## config.mk

```make
export PLATFORM = sky130hd
export DESIGN_NAME = spi_slave_ctrl
export DESIGN_NICKNAME = d
export VERILOG_FILES = /design/src/rtl/spi_slave_ctrl.sv
export SDC_FILE = /design/constraint.sdc
export NUM_CORES = 1
export LEC_CHECK = 0
export BUFFER_PORTS_ARGS = -buffer_cell sky130_fd_sc_hd__buf_4
export CAP_MARGIN = 20
export CORE_MARGIN = 5
export CORE_UTILIZATION = 50
export DETAILED_ROUTE_END_ITERATION = 16
export PLACE_DENSITY = 0.75
export SYNTH_ARGS = -nofsm -noshare
export SYNTH_HDL_FRONTEND = slang
export SYNTH_SLANG_ARGS = --single-unit
export TNS_END_PERCENT = 30
```

## constraint.sdc

```tcl
create_clock -name clk -period 3 [get_ports clk]
set_input_delay 0.6 -clock clk [delete_from_list [all_inputs] [get_ports clk]]
set_output_delay 0.6 -clock clk [all_outputs]
set_load 0.02 [all_outputs]
```

## src/rtl/spi_slave_ctrl.sv

```systemverilog
// spi_slave_ctrl: N-bit SPI slave, all four modes, MSB/LSB order, TX holding register, RX/underrun/abort flags
module spi_slave_ctrl #(
    parameter int N = 8,
    parameter int CPOL = 0,
    parameter int CPHA = 0,
    parameter int LSB_FIRST = 0,
    parameter logic [N-1:0] TX_IDLE = '1
) (
    input  logic         clk,
    input  logic         reset,
    input  logic         SCK,
    input  logic         MOSI,
    input  logic         CS,
    output logic         MISO,
    output logic         miso_oe,
    input  logic [N-1:0] tx_data,
    input  logic         tx_valid,
    output logic         tx_ready,
    output logic [N-1:0] rx_data,
    output logic         rx_valid,
    output logic         tx_underrun,
    output logic         frame_abort,
    output logic         busy
);
    localparam int CW = $clog2(N);
    localparam logic [0:0] IDLE = 1'b0;
    localparam logic [0:0] ACTIVE = 1'b1;

    logic [2:0] sck_q, sck_d, cs_q, cs_d, vld_q, vld_d;
    logic [1:0] mosi_q, mosi_d;
    logic [0:0] state_q, state_d;
    logic [CW-1:0] bit_cnt_q, bit_cnt_d;
    logic [N-1:0] rx_shift_q, rx_shift_d, tx_shift_q, tx_shift_d, hold_q, hold_d, rx_data_q, rx_data_d;
    logic hold_full_q, hold_full_d, rx_valid_q, rx_valid_d, underrun_q, underrun_d, abort_q, abort_d;
    logic sck_rise, sck_fall, lead, trail, cs_fall, cs_rise, active, sample_e, drive_e, last_bit, load, accept;
    logic [N-1:0] rx_word, tx_shifted;

    always_comb begin
        sck_d = {sck_q[1:0], SCK};
        cs_d = {cs_q[1:0], CS};
        mosi_d = {mosi_q[0], MOSI};
        // vld_q[i] marks that cs_q[i] holds a real pin sample rather than its reset value
        vld_d = {vld_q[1:0], 1'b1};
        sck_rise = sck_q[1] & ~sck_q[2];
        sck_fall = ~sck_q[1] & sck_q[2];
        lead = CPOL != 0 ? sck_fall : sck_rise;
        trail = CPOL != 0 ? sck_rise : sck_fall;
        cs_fall = vld_q[2] & cs_q[2] & ~cs_q[1];
        cs_rise = cs_q[1] & ~cs_q[2];
        active = state_q == ACTIVE;
        sample_e = active & ~cs_rise & (CPHA != 0 ? trail : lead);
        drive_e = active & ~cs_rise & (CPHA != 0 ? lead : trail);
        last_bit = bit_cnt_q == CW'(N - 1);
        rx_word = LSB_FIRST != 0 ? {mosi_q[1], rx_shift_q[N-1:1]} : {rx_shift_q[N-2:0], mosi_q[1]};
        tx_shifted = LSB_FIRST != 0 ? {1'b0, tx_shift_q[N-1:1]} : {tx_shift_q[N-2:0], 1'b0};
        load = (~active & cs_fall & (CPHA == 0)) | (drive_e & (bit_cnt_q == '0));
        accept = tx_valid & ~hold_full_q;
        state_d = active ? (cs_rise ? IDLE : ACTIVE) : (cs_fall ? ACTIVE : IDLE);
        bit_cnt_d = (~active | cs_rise) ? '0 : sample_e ? (last_bit ? '0 : bit_cnt_q + 1'b1) : bit_cnt_q;
        rx_shift_d = (~active | cs_rise) ? '0 : sample_e ? rx_word : rx_shift_q;
        rx_data_d = sample_e & last_bit ? rx_word : rx_data_q;
        rx_valid_d = sample_e & last_bit;
        tx_shift_d = load ? (hold_full_q ? hold_q : TX_IDLE) : drive_e ? tx_shifted : tx_shift_q;
        underrun_d = load & ~hold_full_q;
        abort_d = active & cs_rise & (bit_cnt_q != '0);
        hold_full_d = accept | (hold_full_q & ~load);
        hold_d = accept ? tx_data : hold_q;
    end

    always_ff @(posedge clk) begin
        if (reset) begin
            sck_q <= {3{CPOL != 0}};
            cs_q <= '1;
            mosi_q <= '0;
            vld_q <= '0;
            state_q <= IDLE;
            bit_cnt_q <= '0;
            rx_shift_q <= '0;
            tx_shift_q <= '0;
            hold_q <= '0;
            hold_full_q <= 1'b0;
            rx_data_q <= '0;
            rx_valid_q <= 1'b0;
            underrun_q <= 1'b0;
            abort_q <= 1'b0;
        end else begin
            sck_q <= sck_d;
            cs_q <= cs_d;
            mosi_q <= mosi_d;
            vld_q <= vld_d;
            state_q <= state_d;
            bit_cnt_q <= bit_cnt_d;
            rx_shift_q <= rx_shift_d;
            tx_shift_q <= tx_shift_d;
            hold_q <= hold_d;
            hold_full_q <= hold_full_d;
            rx_data_q <= rx_data_d;
            rx_valid_q <= rx_valid_d;
            underrun_q <= underrun_d;
            abort_q <= abort_d;
        end
    end

    assign MISO = active & (LSB_FIRST != 0 ? tx_shift_q[0] : tx_shift_q[N-1]);
    assign miso_oe = active;
    assign busy = active;
    assign tx_ready = ~hold_full_q;
    assign rx_data = rx_data_q;
    assign rx_valid = rx_valid_q;
    assign tx_underrun = underrun_q;
    assign frame_abort = abort_q;
endmodule

```

==> impl_metrics.csv <==
group,metric,value,unit
pwr,p_seq_share,60.9,%
drt,first_pass_iters,4,
yosys,synth.distinct_cells,37,
yosys,yosys-top-cells-area,"dfxtp_1 46%, a21oi_1 6.2%, nand4_1 5.5%, nor2b_1 5.2%, o31ai_1 5.2%",
worst_setup_path,crit_path_max_incr_delay,0.72,ns
sta,worst_slew_pin_slew,0.7066,ns
worst_setup_path,crit_fanout,16,
pwr,clkPwrFrac,32.4,%
yosys,synth_cells,238,
sta,fin_worst_skew,0.007694,ns
placed_design,io_buffers,28,
yosys,synth_area_per_cell,9.100,um2
worst_setup_path,timing.rr.end,"tx_shift_q[4]",
yosys,syn_nets,255,
pwr,power.total,0.001134,W
yosys,yosysTopAreaCell,"dfxtp_1",
yosys,seq_area_frac_synth,46.22,%
floorplan,initial_core_util,50.79,%
sta,finalHoldViolations,0,
drt,ant_nets,0,
floorplan,io_pins,29,
global_routing,grt_first_pass_wirelength,7.479,mm
sta,final.setup.worst_slack,0.9735,ns
floorplan,die_area,5748,um2
pwr,switching_share,23.34,%
drt,drt-total-wl,4.420,mm
cts,cts_setup_buffers,0,
job,cap_violations,0,
worst_setup_path,critPathSlowestCell,"nand4bb_1",
finish,areaGrowthSynthToFinish,10.75,%
floorplan,coreArea,4264,um2
cts,cts-root-buf,"clkbuf_8",
sta,layout_min_cycle_time,2.027,ns
sta,period_share,67.55,%
cts,path_clk_slew,0.08,ns
worst_hold_path,hold_end,"cs_q[1]",
sta,fin_setup_tns,0,ns
cts,cts_resized,0,
status,status,"completed",
sta,rsz0062_at_grt,"no",
yosys,synth_top_area_share,46.22,%
worst_hold_path,min_from,"cs_q[0]",
global_routing,grt_start_max_net_pins,40,
worst_setup_path,r2r-start,"busy",
cts,clk_path_buf_depth,2,
cts,cts_max_level,2,
drt,vias_per_cell,5.795,
global_routing,antenna_found_initial,0,
sta,relSlewSlack,52.62,%
drt,route.detailed.drc,0,
cts,cts_made_buffers,5,
global_routing,grt_usage,16.81,%
yosys,yosys_warnings,0,
pwr,internal_power,0.0008694,W
drt,wire_per_inst,14.64,um
worst_setup_path,cp.required,3.22,ns
placed_design,globalplace.congestion,0.7590,
pwr,ir_drop,271.2,uV
worst_setup_path,crit_arrival,2.25,ns
worst_setup_path,crit_type,"flip-flop to flip-flop",
pwr,leakage,0.8839,nW
yosys,syn-cell-area,2166,um2
global_routing,grt_pass1_vias,1634,
pwr,combPwrFrac,6.7,%
sta,report.final.slew_viol_count,0,
floorplan,die_x,75.82,um
worst_hold_path,holdPathStages,1,
worst_setup_path,endpoint_kind,"flip-flop",
worst_setup_path,crit_buf_inv,0,
drt,via_count,1750,
floorplan,placementRows,24,
drt,drtIter0Drc,100,
sta,fmax,0.4935,GHz
global_routing,grt-ovfl-total,0,
worst_setup_path,reg2reg_depth,3,
finish,stdcell_count,302,
sta,setup_violations,0,
finish,nets,267,
placed_design,hpwl,2.880,mm
cts,worstSkewPairLatency,0.31,ns
floorplan,die_h,75.82,um
worst_setup_path,path_delay_family,"compound AO/OA/AOI/OAI gates",
worst_setup_path,reg2reg_slack,0.97,ns
pwr,p_sw,0.0002647,W
cts,hold_buffers,0,
placed_design,dpl.cell_count,295,
finish,drive_above_1_share,18.00,%
cts,tritoncts,"built",
finish,diodes,0,
pwr,power_density,472.9,nW/um2
worst_hold_path,hold_path.class,"flip-flop to flip-flop",
placed_design,pre_cts_ws,1.037,ns
worst_setup_path,path_cells,"nand4bb_1 -> a31o_4 -> o31ai_1",
worst_setup_path,startpoint_type,"flip-flop",
yosys,synth-seq-cells,50,
finish,fillers,390,
cts,clkSinkCount,50,
-- power groups by stage --
stage / Sequential [W] / Clock, W / Combinational (W)
after detailed placement: 0.000707 / 0 / 0.0000767
after floorplan: 0.000703 / 0 / 0.0000535
after global placement: 0.000706 / 0 / 0.0000756
after CTS: 0.000691 / 0.000373 / 0.0000770
after global routing: 0.000693 / 0.000408 / 0.0000849
final: 0.000691 / 0.000367 / 0.0000762
-- worst max path at each step --
stage	startpoint	to	depth (start not counted)
after floorplan	busy	MISO	2
after global placement	busy	tx_shift_q[7]	3
after detailed placement	busy	tx_shift_q[7]	3
after CTS	busy	tx_shift_q[4]	3
after global routing	busy	tx_shift_q[2]	3
final	busy	tx_shift_q[4]	3
-- through the flow --
step / instance area, um2 / hold WS (ns) / util [%]
floorplan: 2166 / 0.3895 / -
global placement: 2320 / 0.3939 / 54.40
detailed placement: 2320 / 0.3953 / 54.40
CTS: 2399 / 0.4155 / 56.25
global route: 2399 / 0.4266 / 56.25
finish: 2399 / 0.4129 / 56.25
-- cell families after synthesis --
| family | share of synthesized area [%] |
|---|---|
| compound gates | 19.58 |
| fa+ha+maj | 1.733 |
| buf+inv | 6.816 |
| flops | 46.22 |
| simple gates | 25.65 |
-- synthesized netlist by cell type, drive strengths merged --
cell type	number
o41ai	1
nand2	17
ha	3
and4	1
a211oi	7
nand2b	4
o31ai	15
nand3b	2
a31o	2
and4bb	1
clkbuf	8
or2b	1
dfxtp	50
and2	1
o211a	1
nand3	9
nand4	19
buf	16
nor4	1
nor3	7
inv	5
o21ai	11
nor2b	18
a41oi	1
nand4bb	2
or2	3
nand4b	2
nor2	1
a21oi	27
and3b	2
-- layout by cell type (no fill, tap or decap), types with 2 or more instances in the layout --
cell type / n
dfxtp_1: 50
buf_4: 29
a21oi_1: 27
nand4_1: 19
nor2b_1: 18
nand2_1: 17
o31ai_1: 15
o21ai_0: 11
nand3_1: 9
nor3_1: 7
a211oi_1: 7
clkbuf_8: 5
inv_1: 4
nand2b_1: 4
or2_2: 3
ha_1: 3
and3b_1: 2
nand4bb_1: 2
clkinv_2: 2
-- final cells by class --
| type | count | area, um2 | share of cell area (%) |
|---|---|---|---|
| Clock buffer | 5 | 68.82 | 2.869 |
| Inverter | 5 | 18.77 | 0.7825 |
| Tap cell | 52 | 65.06 | 2.713 |
| Multi-Input combinational cell | 159 | 1017 | 42.41 |
| Sequential cell | 50 | 1001 | 41.73 |
| Clock inverter | 2 | 10.01 | 0.4173 |
| Timing Repair Buffer | 29 | 217.7 | 9.077 |
-- registers in the layout, indices dropped and copies added (netlist names), 2 cells and up --
signal	flops
bit_cnt_q	3
cs_q	3
hold_q	8
mosi_q	2
rx_data	8
rx_shift_q	7
sck_q	3
tx_shift_q	8
vld_q	3
-- per-layer routing --
metal / GRT usage, % / wire length [um] / vias to the layer above
met3: 5.145 / 217 / 4
met5: 0 / 0 / -
li1: - / - / 880
met4: 4.078 / 44 / 0
met1: 21.36 / 1915 / 831
met2: 27.85 / 2243 / 35
(Power assumes the default switching activity.)
